==> config.mk <==
export PLATFORM = sky130hd
export DESIGN_NAME = host_descriptor_arbiter
export DESIGN_NICKNAME = d
export VERILOG_FILES = /design/src/rtl/host_descriptor_arbiter_pkg.sv /design/src/rtl/host_descriptor_fifo.sv /design/src/rtl/host_descriptor_arbiter.sv
export SDC_FILE = /design/constraint.sdc
export NUM_CORES = 1
export LEC_CHECK = 0
export ABC_AREA = 1
export CAP_MARGIN = 20
export CELL_PAD_IN_SITES_DETAIL_PLACEMENT = 1
export CELL_PAD_IN_SITES_GLOBAL_PLACEMENT = 1
export CORE_MARGIN = 2
export CORE_UTILIZATION = 34
export CTS_CLUSTER_DIAMETER = 120
export DETAILED_ROUTE_END_ITERATION = 6
export PLACE_DENSITY_LB_ADDON = 0.12
export SLEW_MARGIN = 5
export SYNTH_ARGS = -nofsm -noshare
export SYNTH_HDL_FRONTEND = slang
export SYNTH_HIERARCHICAL = 1
export SYNTH_SLANG_ARGS = --single-unit
==> constraint.sdc <==
create_clock -name i_clk -period 3.4 [get_ports i_clk]
set_input_delay 0.68 -clock i_clk [delete_from_list [all_inputs] [get_ports i_clk]]
set_output_delay 0.68 -clock i_clk [all_outputs]
set_load 0.01 [all_outputs]
==> src/rtl/host_descriptor_arbiter_pkg.sv <==
// Shared constants, round-robin pointer type and descriptor packing for the
// host descriptor arbiter.
package host_descriptor_arbiter_pkg;

    localparam int unsigned DESC_W     = 22;
    localparam int unsigned BUFID_W    = 9;
    localparam int unsigned TAG_HI     = 47;
    localparam int unsigned TAG_LO     = 36;
    localparam int unsigned TAG_W      = TAG_HI - TAG_LO + 1;
    localparam int unsigned LOOKUP_BIT = 21;

    localparam int unsigned REQ_HCP = 0;
    localparam int unsigned REQ_NET = 1;

    typedef enum logic {
        RrHcp = 1'(REQ_HCP),
        RrNet = 1'(REQ_NET)
    } rr_e;

    // Takes only the tsntag bits that survive into the descriptor.
    function automatic logic [DESC_W-1:0] pack_desc(input logic               flag,
                                                    input logic [TAG_W-1:0]   tag_hi,
                                                    input logic [BUFID_W-1:0] bufid);
        logic [DESC_W-1:0] d;
        d                           = '0;
        d[LOOKUP_BIT]               = flag;
        d[LOOKUP_BIT-1 -: TAG_W]    = tag_hi;
        d[BUFID_W-1:0]              = bufid;
        return d;
    endfunction

endpackage

==> src/rtl/host_descriptor_fifo.sv <==
// Register-array first-word-fall-through FIFO with an explicit occupancy count.
module host_descriptor_fifo #(
    parameter int unsigned FIFO_DEPTH = 4,
    parameter int unsigned FIFO_AW    = 2,
    parameter int unsigned DESC_W     = 22
) (
    input  logic              i_clk,
    input  logic              i_rst,
    input  logic              i_push,
    input  logic [DESC_W-1:0] iv_wdata,
    input  logic              i_ready,
    output logic [DESC_W-1:0] ov_rdata,
    output logic              o_valid,
    output logic [FIFO_AW:0]  ov_count,
    output logic              o_full
);

    localparam int unsigned CntW = FIFO_AW + 1;
    localparam logic [FIFO_AW:0] FullCnt = CntW'(FIFO_DEPTH);

    logic [DESC_W-1:0]  mem_q [FIFO_DEPTH];
    logic [DESC_W-1:0]  mem_d [FIFO_DEPTH];
    logic [FIFO_AW-1:0] wr_ptr_q, wr_ptr_d;
    logic [FIFO_AW-1:0] rd_ptr_q, rd_ptr_d;
    logic [FIFO_AW:0]   count_q, count_d;
    logic               pop;

    // Full/empty come from the count alone; pointers just wrap.
    always_comb begin
        o_valid  = (count_q != '0);
        pop      = o_valid & i_ready;
        mem_d    = mem_q;
        wr_ptr_d = wr_ptr_q;
        rd_ptr_d = rd_ptr_q;
        count_d  = count_q;
        if (i_push) begin
            mem_d[wr_ptr_q] = iv_wdata;
            wr_ptr_d        = wr_ptr_q + 1'b1;
        end
        if (pop) begin
            rd_ptr_d = rd_ptr_q + 1'b1;
        end
        case ({i_push, pop})
            2'b10:   count_d = count_q + 1'b1;
            2'b01:   count_d = count_q - 1'b1;
            default: count_d = count_q;
        endcase
    end

    assign ov_rdata = mem_q[rd_ptr_q];
    assign ov_count = count_q;
    assign o_full   = (count_q == FullCnt);

    always_ff @(posedge i_clk or posedge i_rst) begin
        if (i_rst) begin
            mem_q    <= '{default: '0};
            wr_ptr_q <= '0;
            rd_ptr_q <= '0;
            count_q  <= '0;
        end else begin
            mem_q    <= mem_d;
            wr_ptr_q <= wr_ptr_d;
            rd_ptr_q <= rd_ptr_d;
            count_q  <= count_d;
        end
    end

endmodule

==> src/rtl/host_descriptor_arbiter.sv <==
// Round-robin arbiter between the HCP and network descriptor requesters, feeding
// a small FWFT FIFO toward the frame inverse-mapping stage.
module host_descriptor_arbiter
    import host_descriptor_arbiter_pkg::*;
#(
    parameter int unsigned FIFO_DEPTH = 4,
    parameter int unsigned FIFO_AW    = 2
) (
    input  logic                i_clk,
    input  logic                i_rst,
    input  logic [47:0]         iv_tsntag_hcp,
    input  logic [8:0]          iv_bufid_hcp,
    input  logic                i_inverse_map_lookup_flag_hcp,
    input  logic                i_descriptor_wr_hcp,
    output logic                o_descriptor_ack_hcp,
    input  logic [47:0]         iv_tsntag_network,
    input  logic [8:0]          iv_bufid_network,
    input  logic                i_inverse_map_lookup_flag_network,
    input  logic                i_descriptor_wr_network,
    output logic                o_descriptor_ack_network,
    output logic [21:0]         ov_descriptor,
    output logic                o_descriptor_wr,
    input  logic                i_descriptor_ready,
    output logic                o_fifo_full,
    output logic [FIFO_AW:0]    ov_fifo_usedw
);

    logic              ack_hcp_q, ack_hcp_d;
    logic              ack_net_q, ack_net_d;
    rr_e               rr_q, rr_d;
    logic              elig_hcp, elig_net;
    logic              accept, grant_hcp;
    logic [DESC_W-1:0] push_desc;
    logic              fifo_full;
    logic              unused_tag_bits;

    assign unused_tag_bits = ^{iv_tsntag_hcp[TAG_LO-1:0], iv_tsntag_network[TAG_LO-1:0]};

    // A requester is masked during its ack cycle, while it is still dropping wr.
    always_comb begin
        elig_hcp  = i_descriptor_wr_hcp & ~ack_hcp_q;
        elig_net  = i_descriptor_wr_network & ~ack_net_q;
        accept    = (elig_hcp | elig_net) & ~fifo_full;
        grant_hcp = elig_hcp & (~elig_net | (rr_q == RrHcp));
        ack_hcp_d = accept & grant_hcp;
        ack_net_d = accept & ~grant_hcp;
        rr_d      = rr_q;
        if (accept && elig_hcp && elig_net) begin
            rr_d = grant_hcp ? RrNet : RrHcp;
        end
        push_desc = grant_hcp
            ? pack_desc(i_inverse_map_lookup_flag_hcp, iv_tsntag_hcp[TAG_HI:TAG_LO],
                        iv_bufid_hcp)
            : pack_desc(i_inverse_map_lookup_flag_network, iv_tsntag_network[TAG_HI:TAG_LO],
                        iv_bufid_network);
    end

    always_ff @(posedge i_clk or posedge i_rst) begin
        if (i_rst) begin
            ack_hcp_q <= 1'b0;
            ack_net_q <= 1'b0;
            rr_q      <= RrHcp;
        end else begin
            ack_hcp_q <= ack_hcp_d;
            ack_net_q <= ack_net_d;
            rr_q      <= rr_d;
        end
    end

    assign o_descriptor_ack_hcp     = ack_hcp_q;
    assign o_descriptor_ack_network = ack_net_q;
    assign o_fifo_full              = fifo_full;

    host_descriptor_fifo #(
        .FIFO_DEPTH (FIFO_DEPTH),
        .FIFO_AW    (FIFO_AW),
        .DESC_W     (DESC_W)
    ) u_fifo (
        .i_clk    (i_clk),
        .i_rst    (i_rst),
        .i_push   (accept),
        .iv_wdata (push_desc),
        .i_ready  (i_descriptor_ready),
        .ov_rdata (ov_descriptor),
        .o_valid  (o_descriptor_wr),
        .ov_count (ov_fifo_usedw),
        .o_full   (fifo_full)
    );

endmodule

## After elaboration in Yosys (flattened, before gate mapping)

Index checks and enable logic that the tools add are counted.
W data, S select, Z words.

- Add/sub/neg operators: 4
- Eq/ne operators: 3
- Bitwise operators: 17
- Reduce and logical (&&, ||, !) cells: 5
- Magnitude comparators: 3
- Muxes and demuxes: 9

Operators by type and width:

| cell | number |
|---|---|
| $bwmux W88 | 1 |
| $mux W22 | 4 |
| $bmux W22 S2 | 1 |
| $demux W22 S2 | 1 |
| $and A1 B1 Y1 | 7 |
| $ge A3 B3 Y1 const B | 2 |
| $not A1 Y1 | 6 |
| $not A2 Y3 | 2 |
| $pmux W3 S2 | 1 |
| $add A2 B1 Y2 const B | 2 |
| $add A3 B1 Y3 const B | 1 |
| $eq A3 B3 Y1 const B | 1 |
| $logic_and A1 B1 Y1 | 3 |
| $lt A3 B1 Y1 const B | 1 |
| $reduce_bool A3 Y1 | 1 |
| $sub A3 B1 Y3 const B | 1 |
| $eq A2 B1 Y1 const B | 1 |
| $eq A2 B2 Y1 const B | 1 |
| $or A1 B1 Y1 | 2 |
| $reduce_bool A2 Y1 | 1 |
| $mux W1 | 1 |

- Input bits: 121
- Register bits: 98

## Logic depth before layout (Yosys ltp)

Gate-level depths: netlist of the first run.

- Word-level depth: 7
- Gate-level depth with buffers: 15
- Depth with buffers taken out: 14

## By module

The synthesis of the first run kept the hierarchy.

By module, submodules not included:

| module | times used | area an instance (sq um) | cells each | seq. area each (sq um) |
|---|---|---|---|---|
| host_descriptor_fifo | 1 | 4459.3 | 524 | 2377.3 |
| host_descriptor_arbiter | 1 | 531.8 | 98 | 75.1 |

## Least setup slack after synthesis of the first run

No wires, ideal clock.

- Path kind: reg2reg
- From: reg u_fifo.count_q[1] (netlist: u_fifo/ov_count[1])
- To: reg u_fifo.count_q[2] (netlist: u_fifo/ov_count[2])
- Library setup time: 117 ps
- Cell stages (with the launch flop): 14
- Setup slack: 1126 ps
- Arrival time: 2157 ps
- Path buffers: 1
- Clock period less this slack: 2274 ps
- Data required time: 3283 ps
- Cell sequence: dfrtp_1 > nor3_1 > inv_1 > nand2_1 > inv_1 > buf_4 > inv_1 > ha_1 > inv_1 > fa_1 > nand2_1 > nand3_1 > nand2_1 > nand2_1

- Longest elaborated chain between the ends: 5

Ends and longest elaborated chain:

| element | RTL line | text |
|---|---|---|
| start: declaration | host_descriptor_fifo.sv:25 | `logic [FIFO_AW:0] count_q, count_d;` |
| start signal: assignment | host_descriptor_fifo.sv:64 | `count_q <= count_d;` |
| $eq A3 B3 Y1 * | host_descriptor_fifo.sv:52 | `assign o_full = (count_q == FullCnt);` |
| named net o_fifo_full | host_descriptor_arbiter.sv:24 | `output logic o_fifo_full,` |
| $not A1 Y1 * | host_descriptor_arbiter.sv:43 | `accept = (elig_hcp \| elig_net) & ~fifo_full;` |
| $and A1 B1 Y1 * | host_descriptor_arbiter.sv:43 |  |
| named net accept | host_descriptor_arbiter.sv:32 | `logic accept, grant_hcp;` |
| $eq A2 B1 Y1 / $eq A2 B2 Y1 (equally long branches) | host_descriptor_fifo.sv:43 | `case ({i_push, pop})` |
| $pmux W3 S2 / $reduce_bool A2 Y1 (equally long branches) | -- |  |

Mark *: on every way through the listed nets, which the timed path passes. The rest lies on a longest branch.
A chain may end at the register's enable or synchronous reset.

## Worst setup path in the final report of the first run

- From: reg u_fifo.rd_ptr_q[0]
- To: out ov_descriptor[16]

- Longest elaborated chain between the ends: 4

Ends and longest elaborated chain:

| element | RTL line | text |
|---|---|---|
| start: declaration | host_descriptor_fifo.sv:24 | `logic [FIFO_AW-1:0] rd_ptr_q, rd_ptr_d;` |
| start signal: assignment | host_descriptor_fifo.sv:63 | `rd_ptr_q <= rd_ptr_d;` |
| $not A2 Y3 (implied by the code) | host_descriptor_fifo.sv:50 | `assign ov_rdata = mem_q[rd_ptr_q];` |
| $bmux W22 S2 | host_descriptor_fifo.sv:50 |  |
| $mux W22 (implied by the code) (2 in series) | host_descriptor_fifo.sv:50 |  |
| end: declaration | host_descriptor_arbiter.sv:21 | `output logic [21:0] ov_descriptor,` |

No other way between the ends. The select of a mux whose other input is x is not followed.

==> summary.md, run 1 <==
| Metric | Value |
|---|---|
| Post-cts resize count | `0` |
| WP data required | `2.72 ns` |
| Hold Path Class | `reg2reg` |
| Max Root-Sink Buffers | `2` |
| Critical Path Source Type | `flop` |
| Final min period | `2.91 ns` |
| Vias post-DR | `around 4.2k` |
| Clock power frac | `19.4%` |
| Rows | `between 40 and 50` |
| Post-CTS setup buffer count | `0` |
| Vias in the first global route | `4444` |
| Portion of total power attributed to sequential cells | `roughly 33%` |
| Final slew viol count | `0` |
| Multi-input gate area | `1990 sq um` |
| Initial core utilization | `34.6%` |
| Mean post-synth cell area | `between 8 and 9 sq um` |
| F_max | `0.344 GHz` |
| Switching share of total power | `between 40% and 50%` |
| Final Hold Vio Count | `0` |
| CP Class | `reg2out` |
| Leakage | `3.11 nW` |
| H-tree depth | `3` |
| Setup Skew | `0.00722 ns` |
| Placed cell area | `between 5000 and 6000 sq um` |
| Synthesis-to-finish area growth | `24.6%` |
| Max-cap violations | `0` |
| Initial antenna violation count | `0` |
| Die width | `~130 um` |
| Clk slew on worst S/H paths | `0.07 ns` |
| Pint | `3.69 mW` |
| Number of port buffers | `77` |
| PD cells | `994 nW/um^2` |
| Drt drc | `0` |
| Netlist cell types | `24` |
| Aggregate global routing overflow | `0` |
| Final GP Congestion | `0.730` |
| Final setup TNS | `0 ns` |
| Synth top area share | `~49%` |
| Most Used Layer, Global Route | `met2` |
| DRT Pass-1 Iters | `4` |
| CORE AREA | `14400 sq um` |
| CP cell instances | `inv_2 > buf_4 > nand2_1 > o211ai_1 > nand2_1 > clkdlybuf4s50_1` |
| Root buf cell | `clkbuf_16` |
| Crit-path slowest cell | `buf_4` |
| WHS | `a little under 0.5 ns` |
| Crit end category | `output pin` |
| Hold Buf Count CTS | `0` |
| Warnings, synthesis | `6` |
| DR vias/cell | `4.77` |
| Final nets | `810` |
| Outcome | `completed` |
| Total CTS buffers | `9` |
| Syn Nets | `749` |
| Gate Count Post-Synth | `about 620` |
| Delay-heaviest family, CP | `buffers and inverters` |
| Met1 Usage GRT | `24.0%` |
| Fin area | `6220 sq um` |
| Period utilisation layout | `a little under nine tenths` |
| Detailed router's first-iteration violation count | `177` |
| # clock sinks | `just under 100` |
| Max_slew headroom | `43.1%` |
| Worst stage delay on the critical path | `0.50 ns` |
| Final core occ | `43.1%` |
| Area contributors post-synth | `dfrtp_1 49%, nand2_1 16%, o21ai_0 9.0%` |
| Pin count of the biggest net entering global routing | `96` |
| #FFs+latches synth | `just under 100` |
| CTS tree | `built` |
| WP buf/inv | `3` |
| RSZ-0062 raised after global routing | `no` |
| First-pass GRT wire length | `22.3 mm` |
| FILL cells | `1752` |
| Switch Pwr | `2.49 mW` |
| Die H | `125 um` |
| HPWL after DPL | `8.57 mm` |
| Antenna fix cells | `0` |
| Synth area leader | `dfrtp_1` |
| GRT met2 Usage | `between 20% and 30%` |
| CP arrival | `between 2 and 2.5 ns` |
| Final WL | `13.3 mm` |
| Die area | `15700 sq um` |
| Final setup vio count | `0` |
| Worst slew pin tran | `between 0.8 and 0.9 ns` |
| Seq. cell area | `about 2500 sq um` |
| # IOs | `150` |
| Routed Antenna Nets | `0` |
| Max VDD drop | `0.405 mV` |
| Clock Latency Late Sink | `between 0.3 and 0.4 ns` |
| Worst-path fanout max | `56` |
| Share of cells above drive strength 1 | `6.54%` |
| GR Layer Usage met3 | `2.78%` |
| Mapped cell area | `roughly 5000 sq um` |
| Comb pwr share | `48.2%` |
| Routed length per instance | `15.3 um` |
| GR Util All Layers | `18.0%` |
| CP dominant cell by count | `nand2_1` |
| Sequential element share of the synthesized area | `49.1%` |
| Total Power | `6.18 mW` |
-- area by class of cell --
| type | count | area share [%] |
|---|---|---|
| clock buffers | 11 | 4.07 |
| well taps | 184 | 3.70 |
| inverters | 88 | 5.33 |
| repair buffers | 86 | 13.9 |
| multi-input cells | 400 | 32.0 |
| clock inverters | 5 | 1.61 |
| flip-flops and latches | 98 | 39.4 |
-- worst paths after layout --
check | startpoint | to | slack [ns] | cells after the start
max reg2reg | u_fifo/ov_count[1]$_DFFE_PP0P_ | u_fifo/ov_count[2]$_DFFE_PP0P_ | 1.06 | 12
max | u_fifo/rd_ptr_q[0]$_DFFE_PP0P_ | ov_descriptor[16] | 0.49 | 6
min | u_fifo/mem_q[78]$_DFFE_PP0P_ | u_fifo/mem_q[78]$_DFFE_PP0P_ | 0.48 | 2
max in group asynchronous | i_rst | u_fifo/mem_q[15]$_DFFE_PP0P_ | 2.18 | 3
min in group asynchronous | i_rst | o_descriptor_ack_hcp$_DFF_PP0_ | 0.55 | 2
min reg2reg | u_fifo/mem_q[78]$_DFFE_PP0P_ | u_fifo/mem_q[78]$_DFFE_PP0P_ | 0.48 | 2
-- cells in the mapped netlist, drive strengths merged --
cell and count:
buf 28, o21ai 90, nand2 222, nand3 29
inv 88, xor2 1, nor3 1, nor2 4
nand4 1, xnor2 1, a21oi 1, clkbuf 8
fa 1, o211ai 44, ha 5, dfrtp 98
-- cell usage in the layout (no fill, tap or decap), drive strengths merged --
cell / n
nor3: 1
o21ai: 90
dfrtp: 98
ha: 5
clkbuf: 11
clkdlybuf4s50: 77
xor2: 1
nand3: 29
fa: 1
a21oi: 1
buf: 9
nor2: 4
inv: 87
bufinv: 3
nand2: 222
nand4: 1
clkinv: 3
o211ai: 44
xnor2: 1
-- cells by family after synthesis --
group | Yosys count | synth area share (%)
compound gates | 135 | 16.7
xor+xnor | 2 | 0.351
fa+ha+maj | 6 | 1.65
buf+inv | 124 | 11.1
flops | 98 | 49.1
simple gates | 257 | 21.1
-- through the flow --
stage / std cells / worst slack [ns]
6_report: 872 / 0.493
5_1_grt: 872 / 0.344
4_1_cts: 872 / 0.480
3_5_place_dp: 856 / 0.616
3_3_place_gp: 856 / 0.694
2_1_floorplan: 622 / 0.243
-- worst reg2reg max path, delay by kind of cell (launching register included) --
| family | cells | cell delay [ns] |
|---|---|---|
| adder cells (fa/ha/maj) | 2 | 0.55 |
| buffers and inverters | 4 | 0.42 |
| flip-flops | 1 | 0.42 |
| AND/OR/NAND/NOR | 6 | 0.85 |
-- sequential cells by signal, summed over array words and instances (netlist names) --
signal,count
o_descriptor_ack_network,1
u_fifo/rd_ptr_q,2
rr_q,1
o_descriptor_ack_hcp,1
u_fifo/ov_count,3
u_fifo/wr_ptr_q,2
u_fifo/mem_q,88
-- metal layers --
metal / wire (um) / vias up
li1: - / 2093
met1: 6500 / 1988
met2: 6230 / 64
met3: 388 / 12
met4: 199 / 0
met5: 0 / -
-- power by group through the flow --
| stage | combinational, mW | sequential (mW) | clock [mW] |
|---|---|---|---|
| after floorplan | 1.93 | 1.97 | 0 |
| after detailed placement | 3.02 | 2.03 | 0 |
| after CTS | 3.05 | 2.01 | 1.23 |
| final | 2.98 | 2.01 | 1.20 |
| after global routing | 3.40 | 2.09 | 1.29 |
| after global placement | 2.92 | 2.00 | 0 |
Power figures use the tool's default switching activity.
==> inputs of run 2 (changes only) <==
Settings changed: RECOVER_POWER from default to 50, SKIP_CTS_REPAIR_TIMING from default to 1.
==> run 2 against run 1 <==
Compared with the run above: via count is essentially flat; highest routed layer unchanged; critical path type unchanged; die area is the same; combinational power is essentially flat; final cell count is the same; sequential share of layout area grew 0.13 points; clock skew is essentially flat; cell area shrank 0.32%.
==> summary.md, run 2 (same netlist as run 1, synthesis figures left out) <==
| Metric | Value |
|---|---|
| Outcome | `completed` |
| # IOs | `150 (unchanged)` |
| # clock sinks | `98 (unchanged)` |
| Final GP Congestion | `0.730 (unchanged)` |
| RSZ-0062 raised after global routing | `no` |
| Routed length per instance | `15.3 um (-0.12%)` |
| Critical Path Source Type | `flop` |
| Most common cell after layout, fill and taps aside | `nand2_1` |
| Total Power | `6.16 mW (-0.31%)` |
| CP Class | `reg2out` |
| Final min period | `2.90 ns (-0.00230 ns)` |
| Pin count of the biggest net entering global routing | `96 (unchanged)` |
| Max-cap violations | `0 (unchanged)` |
| Synthesis-to-finish area growth | `24.2%` |
| Worst slew pin tran | `1.35 ns (+0.502 ns)` |
| Vias in the first global route | `4444 (unchanged)` |
| GR Util All Layers | `18.0% (unchanged)` |
| Final Hold Vio Count | `0 (unchanged)` |
| Max VDD drop | `0.395 mV (-2.6%)` |
| Dpl ws | `0.616 ns (unchanged)` |
| Die area | `15700 sq um (unchanged)` |
| Root buf cell | `clkbuf_16` |
| CP arrival | `2.22 ns (about the same)` |
| Die H | `125 um (unchanged)` |
| Routed Antenna Nets | `0 (unchanged)` |
| Max Root-Sink Buffers | `2 (unchanged)` |
| Drt drc | `0 (unchanged)` |
| Final nets | `810 (unchanged)` |
| Rows | `44 (unchanged)` |
| Largest register FFs | `88 (unchanged)` |
| Largest reg by FF count | `u_fifo/mem_q` |
| HPWL after DPL | `8.57 mm (unchanged)` |
| Number of port buffers | `77 (unchanged)` |
| Total CTS buffers | `9 (unchanged)` |
| Leakage | `3.10 nW (-0.17%)` |
| Most frequent cells in the layout | `218 x nand2_1, 98 x dfrtp_1, 90 x o21ai_0` |
| Crit end category | `output pin` |
| Die width | `125 um (unchanged)` |
| Worst-path fanout max | `56 (unchanged)` |
| Vias post-DR | `4158 (+0.024%)` |
| H-tree depth | `3 (unchanged)` |
| Max_slew headroom | `9.79% (-33 points)` |
| Final setup margin | `0.495 ns (+0.00230 ns)` |
| CORE AREA | `14400 sq um (unchanged)` |
| Clk slew on worst S/H paths | `0.07 ns (about the same)` |
| Aggregate global routing overflow | `0 (unchanged)` |
| DR vias/cell | `4.77 (about the same)` |
| Final WL | `13.3 mm (-0.12%)` |
| DRT Pass-1 Iters | `4 (unchanged)` |
| Hold Path Class | `reg2reg` |
| PD cells | `995 nW/um^2 (about the same)` |
| F_max | `0.344 GHz (about the same)` |
| Final setup vio count | `0 (unchanged)` |
| CTS tree | `built` |
| Period utilisation layout | `85.4% (about the same)` |
| First-pass GRT wire length | `22.3 mm (unchanged)` |
| Antenna fix cells | `0 (unchanged)` |
| Initial antenna violation count | `0 (unchanged)` |
| Share of cells above drive strength 1 | `6.40% (-0.15 points)` |
| Detailed router's first-iteration violation count | `177 (unchanged)` |
| Final setup TNS | `0 ns (unchanged)` |
| Initial core utilization | `34.6% (unchanged)` |
| Setup Skew | `0.00701 ns (-0.000203 ns)` |
| WP data required | `2.72 ns (about the same)` |
| Clock Latency Late Sink | `0.35 ns (about the same)` |
| Final slew viol count | `0 (unchanged)` |
[run 2: cell type report]
type	instances	area, sq um
tap	184	230
fill	1755	8230
inverter	88	332
timing repair buffer	86	851
sequential	98	2450
multi-input combinational	400	1980
clock buffer	11	253
clock inverter	5	100
[run 2: worst paths after layout]
kind,start,endpoint,slack (ns),cells past startpoint
setup / recovery,u_fifo/rd_ptr_q[0]$_DFFE_PP0P_,ov_descriptor[16],0.50,6
hold / removal,u_fifo/mem_q[78]$_DFFE_PP0P_,u_fifo/mem_q[78]$_DFFE_PP0P_,0.48,2
setup reg to reg,u_fifo/ov_count[1]$_DFFE_PP0P_,u_fifo/ov_count[2]$_DFFE_PP0P_,1.06,12
hold reg to reg,u_fifo/mem_q[78]$_DFFE_PP0P_,u_fifo/mem_q[78]$_DFFE_PP0P_,0.48,2
max in group asynchronous,i_rst,u_fifo/mem_q[15]$_DFFE_PP0P_,1.24,3
min in group asynchronous,i_rst,o_descriptor_ack_hcp$_DFF_PP0_,0.67,2
[run 2: per-layer routing]
| layer | part of all wire [%] | up-vias | track usage [%] | wire (um) |
|---|---|---|---|---|
| li1 | - | 2092 | - | - |
| met1 | 49 | 1988 | 24.0 | 6510 |
| met2 | 47 | 66 | 29.7 | 6200 |
| met3 | 2.9 | 12 | 2.78 | 388 |
| met4 | 1.5 | 0 | 6.41 | 199 |
| met5 | 0 | - | 0 | 0 |
[run 2: power breakdown]
part | switching, mW | internal, mW | leakage [nW]
Sequential | 0.303 | 1.70 | 1.23
Clock | 0.440 | 0.757 | 0.176
Combinational | 1.74 | 1.22 | 1.69
[run 2: worst max-delay path: stages, from the launching register on]
cell             delay, ns
dfrtp_1               0.41
inv_2                 0.08
buf_4                 0.50
nand2_1               0.15
o211ai_1              0.11
nand2_1               0.11
clkdlybuf4s50_1       0.48
[run 2: through the flow]
stage,cell area (sq um),hold WS [ns],cells,utilization (%)
floorplan,4990,0.434,622,-
global placement,5860,0.466,856,40.7
detailed placement,5860,0.474,856,40.7
CTS,6220,0.489,872,43.1
global route,6200,0.513,872,43.0
finish,6200,0.484,872,43.0
